### src/rtl/multicycle_control.sv
// Control FSM for the multi-cycle RISC-V datapath (lw, sw, R-type, addi, beq, bne).
// Define CTRL_ILLEGAL_TRAP_EN to lock illegal instructions in TRAP; otherwise they retire as NOPs.
module multicycle_control #(
  parameter int unsigned STATE_W = 4
) (
  input  logic               clk,
  input  logic               reset,
  input  logic [6:0]         opcodeCtrl,
  input  logic [2:0]         funct3Ctrl,
  input  logic               zeroCtrl,
  input  logic               memReadyCtrl,
  output logic               pcWriteCtrl,
  output logic               pcSrcCtrl,
  output logic               irWriteCtrl,
  output logic               iorDCtrl,
  output logic               MemReadCtrl,
  output logic               MemWriteCtrl,
  output logic [1:0]         ALUSrcACtrl,
  output logic [1:0]         ALUSrcBCtrl,
  output logic [1:0]         ALUOpCtrl,
  output logic               RegWriteCtrl,
  output logic               MemToRegCtrl,
  output logic               instrDoneCtrl,
  output logic               illegalCtrl,
  output logic [STATE_W-1:0] stateDbg
);

  localparam logic [STATE_W-1:0] S_FETCH  = STATE_W'(0);
  localparam logic [STATE_W-1:0] S_DECODE = STATE_W'(1);
  localparam logic [STATE_W-1:0] S_MEMADR = STATE_W'(2);
  localparam logic [STATE_W-1:0] S_MEMRD  = STATE_W'(3);
  localparam logic [STATE_W-1:0] S_MEMWB  = STATE_W'(4);
  localparam logic [STATE_W-1:0] S_MEMWR  = STATE_W'(5);
  localparam logic [STATE_W-1:0] S_EXEC_R = STATE_W'(6);
  localparam logic [STATE_W-1:0] S_EXEC_I = STATE_W'(7);
  localparam logic [STATE_W-1:0] S_ALUWB  = STATE_W'(8);
  localparam logic [STATE_W-1:0] S_BRANCH = STATE_W'(9);
  localparam logic [STATE_W-1:0] S_TRAP   = STATE_W'(10);

  localparam logic [6:0] OP_LOAD   = 7'b0000011;
  localparam logic [6:0] OP_STORE  = 7'b0100011;
  localparam logic [6:0] OP_RTYPE  = 7'b0110011;
  localparam logic [6:0] OP_IMM    = 7'b0010011;
  localparam logic [6:0] OP_BRANCH = 7'b1100011;

  localparam logic [2:0] F3_BEQ = 3'b000;
  localparam logic [2:0] F3_BNE = 3'b001;

  localparam logic [1:0] SRCA_PC    = 2'b00;
  localparam logic [1:0] SRCA_RS1   = 2'b01;
  localparam logic [1:0] SRCA_OLDPC = 2'b10;
  localparam logic [1:0] SRCB_RS2   = 2'b00;
  localparam logic [1:0] SRCB_FOUR  = 2'b01;
  localparam logic [1:0] SRCB_IMM   = 2'b10;
  localparam logic [1:0] ALU_ADD    = 2'b00;
  localparam logic [1:0] ALU_SUB    = 2'b01;
  localparam logic [1:0] ALU_FUNCT  = 2'b10;

  typedef struct packed {
    logic       pc_write;
    logic       pc_src;
    logic       ir_write;
    logic       ior_d;
    logic       mem_read;
    logic       mem_write;
    logic [1:0] alu_src_a;
    logic [1:0] alu_src_b;
    logic [1:0] alu_op;
    logic       reg_write;
    logic       mem_to_reg;
    logic       instr_done;
    logic       illegal;
  } ctrl_t;

  logic [STATE_W-1:0] state_q;
  logic [STATE_W-1:0] state_d;
  ctrl_t              ctrl_c;
  logic               br_legal_c;
  logic               br_taken_c;

  // Branch condition from funct3 and the ALU zero flag of rs1 - rs2.
  always_comb begin
    br_legal_c = (funct3Ctrl == F3_BEQ) || (funct3Ctrl == F3_BNE);
    br_taken_c = ((funct3Ctrl == F3_BEQ) &&  zeroCtrl) ||
                 ((funct3Ctrl == F3_BNE) && !zeroCtrl);
  end

  // State register.
  always_ff @(posedge clk) begin
    if (reset) begin
      state_q <= S_FETCH;
    end else begin
      state_q <= state_d;
    end
  end

  // Next-state and per-state control decode.
  always_comb begin
    state_d = state_q;
    ctrl_c  = '0;
    case (state_q)
      S_FETCH: begin
        ctrl_c.mem_read  = 1'b1;
        ctrl_c.alu_src_a = SRCA_PC;
        ctrl_c.alu_src_b = SRCB_FOUR;
        ctrl_c.alu_op    = ALU_ADD;
        ctrl_c.ir_write  = memReadyCtrl;
        ctrl_c.pc_write  = memReadyCtrl;
        if (memReadyCtrl) begin
          state_d = S_DECODE;
        end
      end
      S_DECODE: begin
        // ALUOut captures oldPC + imm, the branch target used later in BRANCH.
        ctrl_c.alu_src_a = SRCA_OLDPC;
        ctrl_c.alu_src_b = SRCB_IMM;
        ctrl_c.alu_op    = ALU_ADD;
        case (opcodeCtrl)
          OP_LOAD, OP_STORE: state_d = S_MEMADR;
          OP_RTYPE:          state_d = S_EXEC_R;
          OP_IMM:            state_d = S_EXEC_I;
          OP_BRANCH:         state_d = S_BRANCH;
          default: begin
`ifdef CTRL_ILLEGAL_TRAP_EN
            state_d = S_TRAP;
`else
            ctrl_c.instr_done = 1'b1;
            state_d           = S_FETCH;
`endif
          end
        endcase
      end
      S_MEMADR: begin
        ctrl_c.alu_src_a = SRCA_RS1;
        ctrl_c.alu_src_b = SRCB_IMM;
        ctrl_c.alu_op    = ALU_ADD;
        state_d          = (opcodeCtrl == OP_STORE) ? S_MEMWR : S_MEMRD;
      end
      S_MEMRD: begin
        ctrl_c.mem_read = 1'b1;
        ctrl_c.ior_d    = 1'b1;
        if (memReadyCtrl) begin
          state_d = S_MEMWB;
        end
      end
      S_MEMWB: begin
        ctrl_c.reg_write  = 1'b1;
        ctrl_c.mem_to_reg = 1'b1;
        ctrl_c.instr_done = 1'b1;
        state_d           = S_FETCH;
      end
      S_MEMWR: begin
        ctrl_c.mem_write = 1'b1;
        ctrl_c.ior_d     = 1'b1;
        if (memReadyCtrl) begin
          ctrl_c.instr_done = 1'b1;
          state_d           = S_FETCH;
        end
      end
      S_EXEC_R: begin
        ctrl_c.alu_src_a = SRCA_RS1;
        ctrl_c.alu_src_b = SRCB_RS2;
        ctrl_c.alu_op    = ALU_FUNCT;
        state_d          = S_ALUWB;
      end
      S_EXEC_I: begin
        ctrl_c.alu_src_a = SRCA_RS1;
        ctrl_c.alu_src_b = SRCB_IMM;
        ctrl_c.alu_op    = ALU_ADD;
        state_d          = S_ALUWB;
      end
      S_ALUWB: begin
        ctrl_c.reg_write  = 1'b1;
        ctrl_c.mem_to_reg = 1'b0;
        ctrl_c.instr_done = 1'b1;
        state_d           = S_FETCH;
      end
      S_BRANCH: begin
        ctrl_c.alu_src_a = SRCA_RS1;
        ctrl_c.alu_src_b = SRCB_RS2;
        ctrl_c.alu_op    = ALU_SUB;
        ctrl_c.pc_src    = 1'b1;
        if (br_legal_c) begin
          ctrl_c.pc_write   = br_taken_c;
          ctrl_c.instr_done = 1'b1;
          state_d           = S_FETCH;
        end else begin
`ifdef CTRL_ILLEGAL_TRAP_EN
          state_d = S_TRAP;
`else
          ctrl_c.instr_done = 1'b1;
          state_d           = S_FETCH;
`endif
        end
      end
`ifdef CTRL_ILLEGAL_TRAP_EN
      S_TRAP: begin
        ctrl_c.illegal = 1'b1;
        state_d        = S_TRAP;
      end
`else
      S_TRAP: begin
        state_d = S_FETCH;
      end
`endif
      default: begin
        state_d = S_FETCH;
      end
    endcase
  end

  // Reset masks every output so an aborted instruction issues no strobes.
  assign pcWriteCtrl   = ~reset & ctrl_c.pc_write;
  assign pcSrcCtrl     = ~reset & ctrl_c.pc_src;
  assign irWriteCtrl   = ~reset & ctrl_c.ir_write;
  assign iorDCtrl      = ~reset & ctrl_c.ior_d;
  assign MemReadCtrl   = ~reset & ctrl_c.mem_read;
  assign MemWriteCtrl  = ~reset & ctrl_c.mem_write;
  assign ALUSrcACtrl   = reset ? 2'b00 : ctrl_c.alu_src_a;
  assign ALUSrcBCtrl   = reset ? 2'b00 : ctrl_c.alu_src_b;
  assign ALUOpCtrl     = reset ? 2'b00 : ctrl_c.alu_op;
  assign RegWriteCtrl  = ~reset & ctrl_c.reg_write;
  assign MemToRegCtrl  = ~reset & ctrl_c.mem_to_reg;
  assign instrDoneCtrl = ~reset & ctrl_c.instr_done;
  assign illegalCtrl   = ~reset & ctrl_c.illegal;
  assign stateDbg      = reset ? '0 : state_q;

endmodule
### config.mk
export PLATFORM = sky130hd
export DESIGN_NAME = multicycle_control
export DESIGN_NICKNAME = d
export VERILOG_FILES = /design/src/rtl/multicycle_control.sv
export SDC_FILE = /design/constraint.sdc
export NUM_CORES = 1
export LEC_CHECK = 0
export CAP_MARGIN = 10
export CELL_PAD_IN_SITES_DETAIL_PLACEMENT = 0
export CELL_PAD_IN_SITES_GLOBAL_PLACEMENT = 1
export CORE_MARGIN = 5
export CORE_UTILIZATION = 35
export CTS_BUF_LIST = sky130_fd_sc_hd__clkbuf_4 sky130_fd_sc_hd__clkbuf_8
export DETAILED_ROUTE_END_ITERATION = 12
export DONT_BUFFER_PORTS = 1
export GPL_ROUTABILITY_DRIVEN = 0
export HOLD_SLACK_MARGIN = 0.03
export PLACE_DENSITY_LB_ADDON = 0.08
export SETUP_SLACK_MARGIN = 0.4
export SKIP_CTS_REPAIR_TIMING = 1
export SLEW_MARGIN = 40
export SYNTH_ARGS = -nofsm -noshare
export SYNTH_HDL_FRONTEND = slang
export SYNTH_SLANG_ARGS = --single-unit
### constraint.sdc
create_clock -name clk -period 2.15 [get_ports clk]
set_clock_uncertainty 0.15 [all_clocks]
set_input_delay 0.43 -clock clk [delete_from_list [all_inputs] [get_ports clk]]
set_output_delay 0.43 -clock clk [all_outputs]
set_load 0.01 [all_outputs]
==> impl_metrics.ini <==
[run_status]
status = finished, final reports clean

[setup_path]
startpoint_type = flop
critPathArrivalTime_ns = 1.46
crit_required_ns = 1.57
cp_top_family = simple AND/OR/NAND/NOR gates
crit_path_top_delay_cell = or4b_4
criticalPathCategory = flop to primary output
path_cells = or4b_4 -> a2bb2oi_2 -> nor2_2
crit_fanout = 4
endpoint_kind = primary output
cpPeakStageDelay_ns = 0.58
crit_buf_inv = 0

[timing]
fin_hold_ws_ns = 0.0968
fmax_mhz = 491
slew_violations = 0
setup_tns_ns = 0
rsz0062_at_grt = true
hold_viol = 0
setup_ws_ns = 0.113
fin_crit_sh = 0.947
final.min_clock_period_ns = 2.04
setup_violations = 0

[die]
die_y_um = 50.6
die_w_um = 50.6
die_area_um2 = 2560
core_area_um2 = 1540
rows = 14
initial_core_util = 0.373
pin_count = 34

[clock_tree]
cts_tree = built
clk_pin_slew_ns = 0.04
clock_latency_ns = 0.23
clockBufferDepth = 2
clock-sinks = 4
clockRootBuffer = clkbuf_4
cts_buffers = 3
h-tree-depth = 1

[global_routing]
grt_pass1_vias = 621
gr-total-overflow = 0
grt_pass1_wl_um = 2640
track_usage = 0.129
antenna_found_initial = 0
grt_max_degree = 17

[cells_and_area]
final_cell_area_um2 = 978
largest-register = state_q
final_cell_mix = 13 x buf_4, 6 x a21oi_1
final_common_cell = buf_4
antennaDiodeCount = 0
biggestRegsByFlops = state_q (4)
final_cells = 118
fill_cells = 138
fin_nets = 118
final_core_util = 0.635
largest_register_ffs = 4
area_growth_pct = 70.0
drive_gt1_frac = 0.618

[logic_synthesis]
syn_avg_cell_area_um2 = 6.69
syn_area_um2 = 576
synth_compound_area_frac = 0.259
ys_types = 35
yosysSeqAreaShare = 0.139
muxShareOfSynthArea = 0.0174
async_flop_share = 0
yosysWarnings = 0
synth_nets = 100
synthSimpleGateAreaFrac = 0.446
yosys_most_used_dff = dfxtp_1
synth_edf_count = 0
synth_fa_ha_area_frac = 0
syn_inst = 86
synth_top_family_by_area = simple AND/OR/NAND/NOR gates
synth_xor_area_frac = 0.0304
ys_ff_latch = 4

[route]
drtPass1Iterations = 4
vias = 737
wirelength_um = 2030
first_iter_violations = 8
ant_nets = 0
drcViolationCount = 0
wire_per_inst_um = 17.2
via_per_inst = 6.25

[placement]
port-buffer-count = 0
place_ws_ns = 0.155
dp_cells = 101
dp_hpwl_um = 1270
placed_area_um2 = 619

[hold_path]
hold_path_class = input port to flop

[flow_run]
max_cap_violations = 0

[pwr]
power.total_mw = 0.382
powerDensity_nw_per_um2 = 390
ir_drop_uv = 291
p_leak_nw = 0.350
## area by class of cell
cell class	instances	area (um2)	area share
repair buffers	20	191	0.196
clock buffers	3	22.5	0.0230
well taps	16	20.0	0.0205
flip-flops and latches	4	90.1	0.0921
inverters	5	22.5	0.0230
multi-input cells	70	632	0.646
## power breakdown
group / switching [mW] / internal [mW]
Combinational: 0.0976 / 0.107
Sequential: 0.00462 / 0.0778
Clock: 0.0316 / 0.0625
## path summary, 6_finish.rpt
kind              start             to  slack (ns)  cells past startpoint
max          state_q[3]  instrDoneCtrl        0.11                      3
min               reset     state_q[1]         0.1                      1
max reg2reg  state_q[3]     state_q[3]        0.19                      4
min reg2reg  state_q[3]     state_q[3]        0.42                      2
## cell usage after synthesis (2+ instances only)
cell type | count | area [um2]
dfxtp_1 | 4 | 80.1
a211oi_1 | 2 | 15.0
clkbuf_1 | 2 | 7.51
a21oi_1 | 8 | 40.0
buf_2 | 2 | 10.0
nand2_1 | 4 | 15.0
a21o_1 | 2 | 15.0
o22ai_1 | 2 | 12.5
nor3_1 | 12 | 60.1
nor2_1 | 8 | 30.0
or3b_2 | 2 | 17.5
nand2b_1 | 8 | 50.1
xnor2_1 | 2 | 17.5
o21ai_0 | 2 | 10.0
nor2b_1 | 2 | 12.5
inv_1 | 5 | 18.8
## cells by family after synthesis
family	after synthesis
xor gates and xnor gates	2
other	1
buffers and inverters	12
AOI/OAI and AO/OA	22
and+or+nand+nor	44
muxes	1
DFF	4
## layer usage
layer | track usage | part of all wire | routed length (um)
met1 | 0.152 | 0.38 | 763
met2 | 0.198 | 0.51 | 1030
met3 | 0.0562 | 0.092 | 187
met4 | 0.0638 | 0.023 | 47
met5 | 0 | 0 | 0
Power figures use the tool's default switching activity.
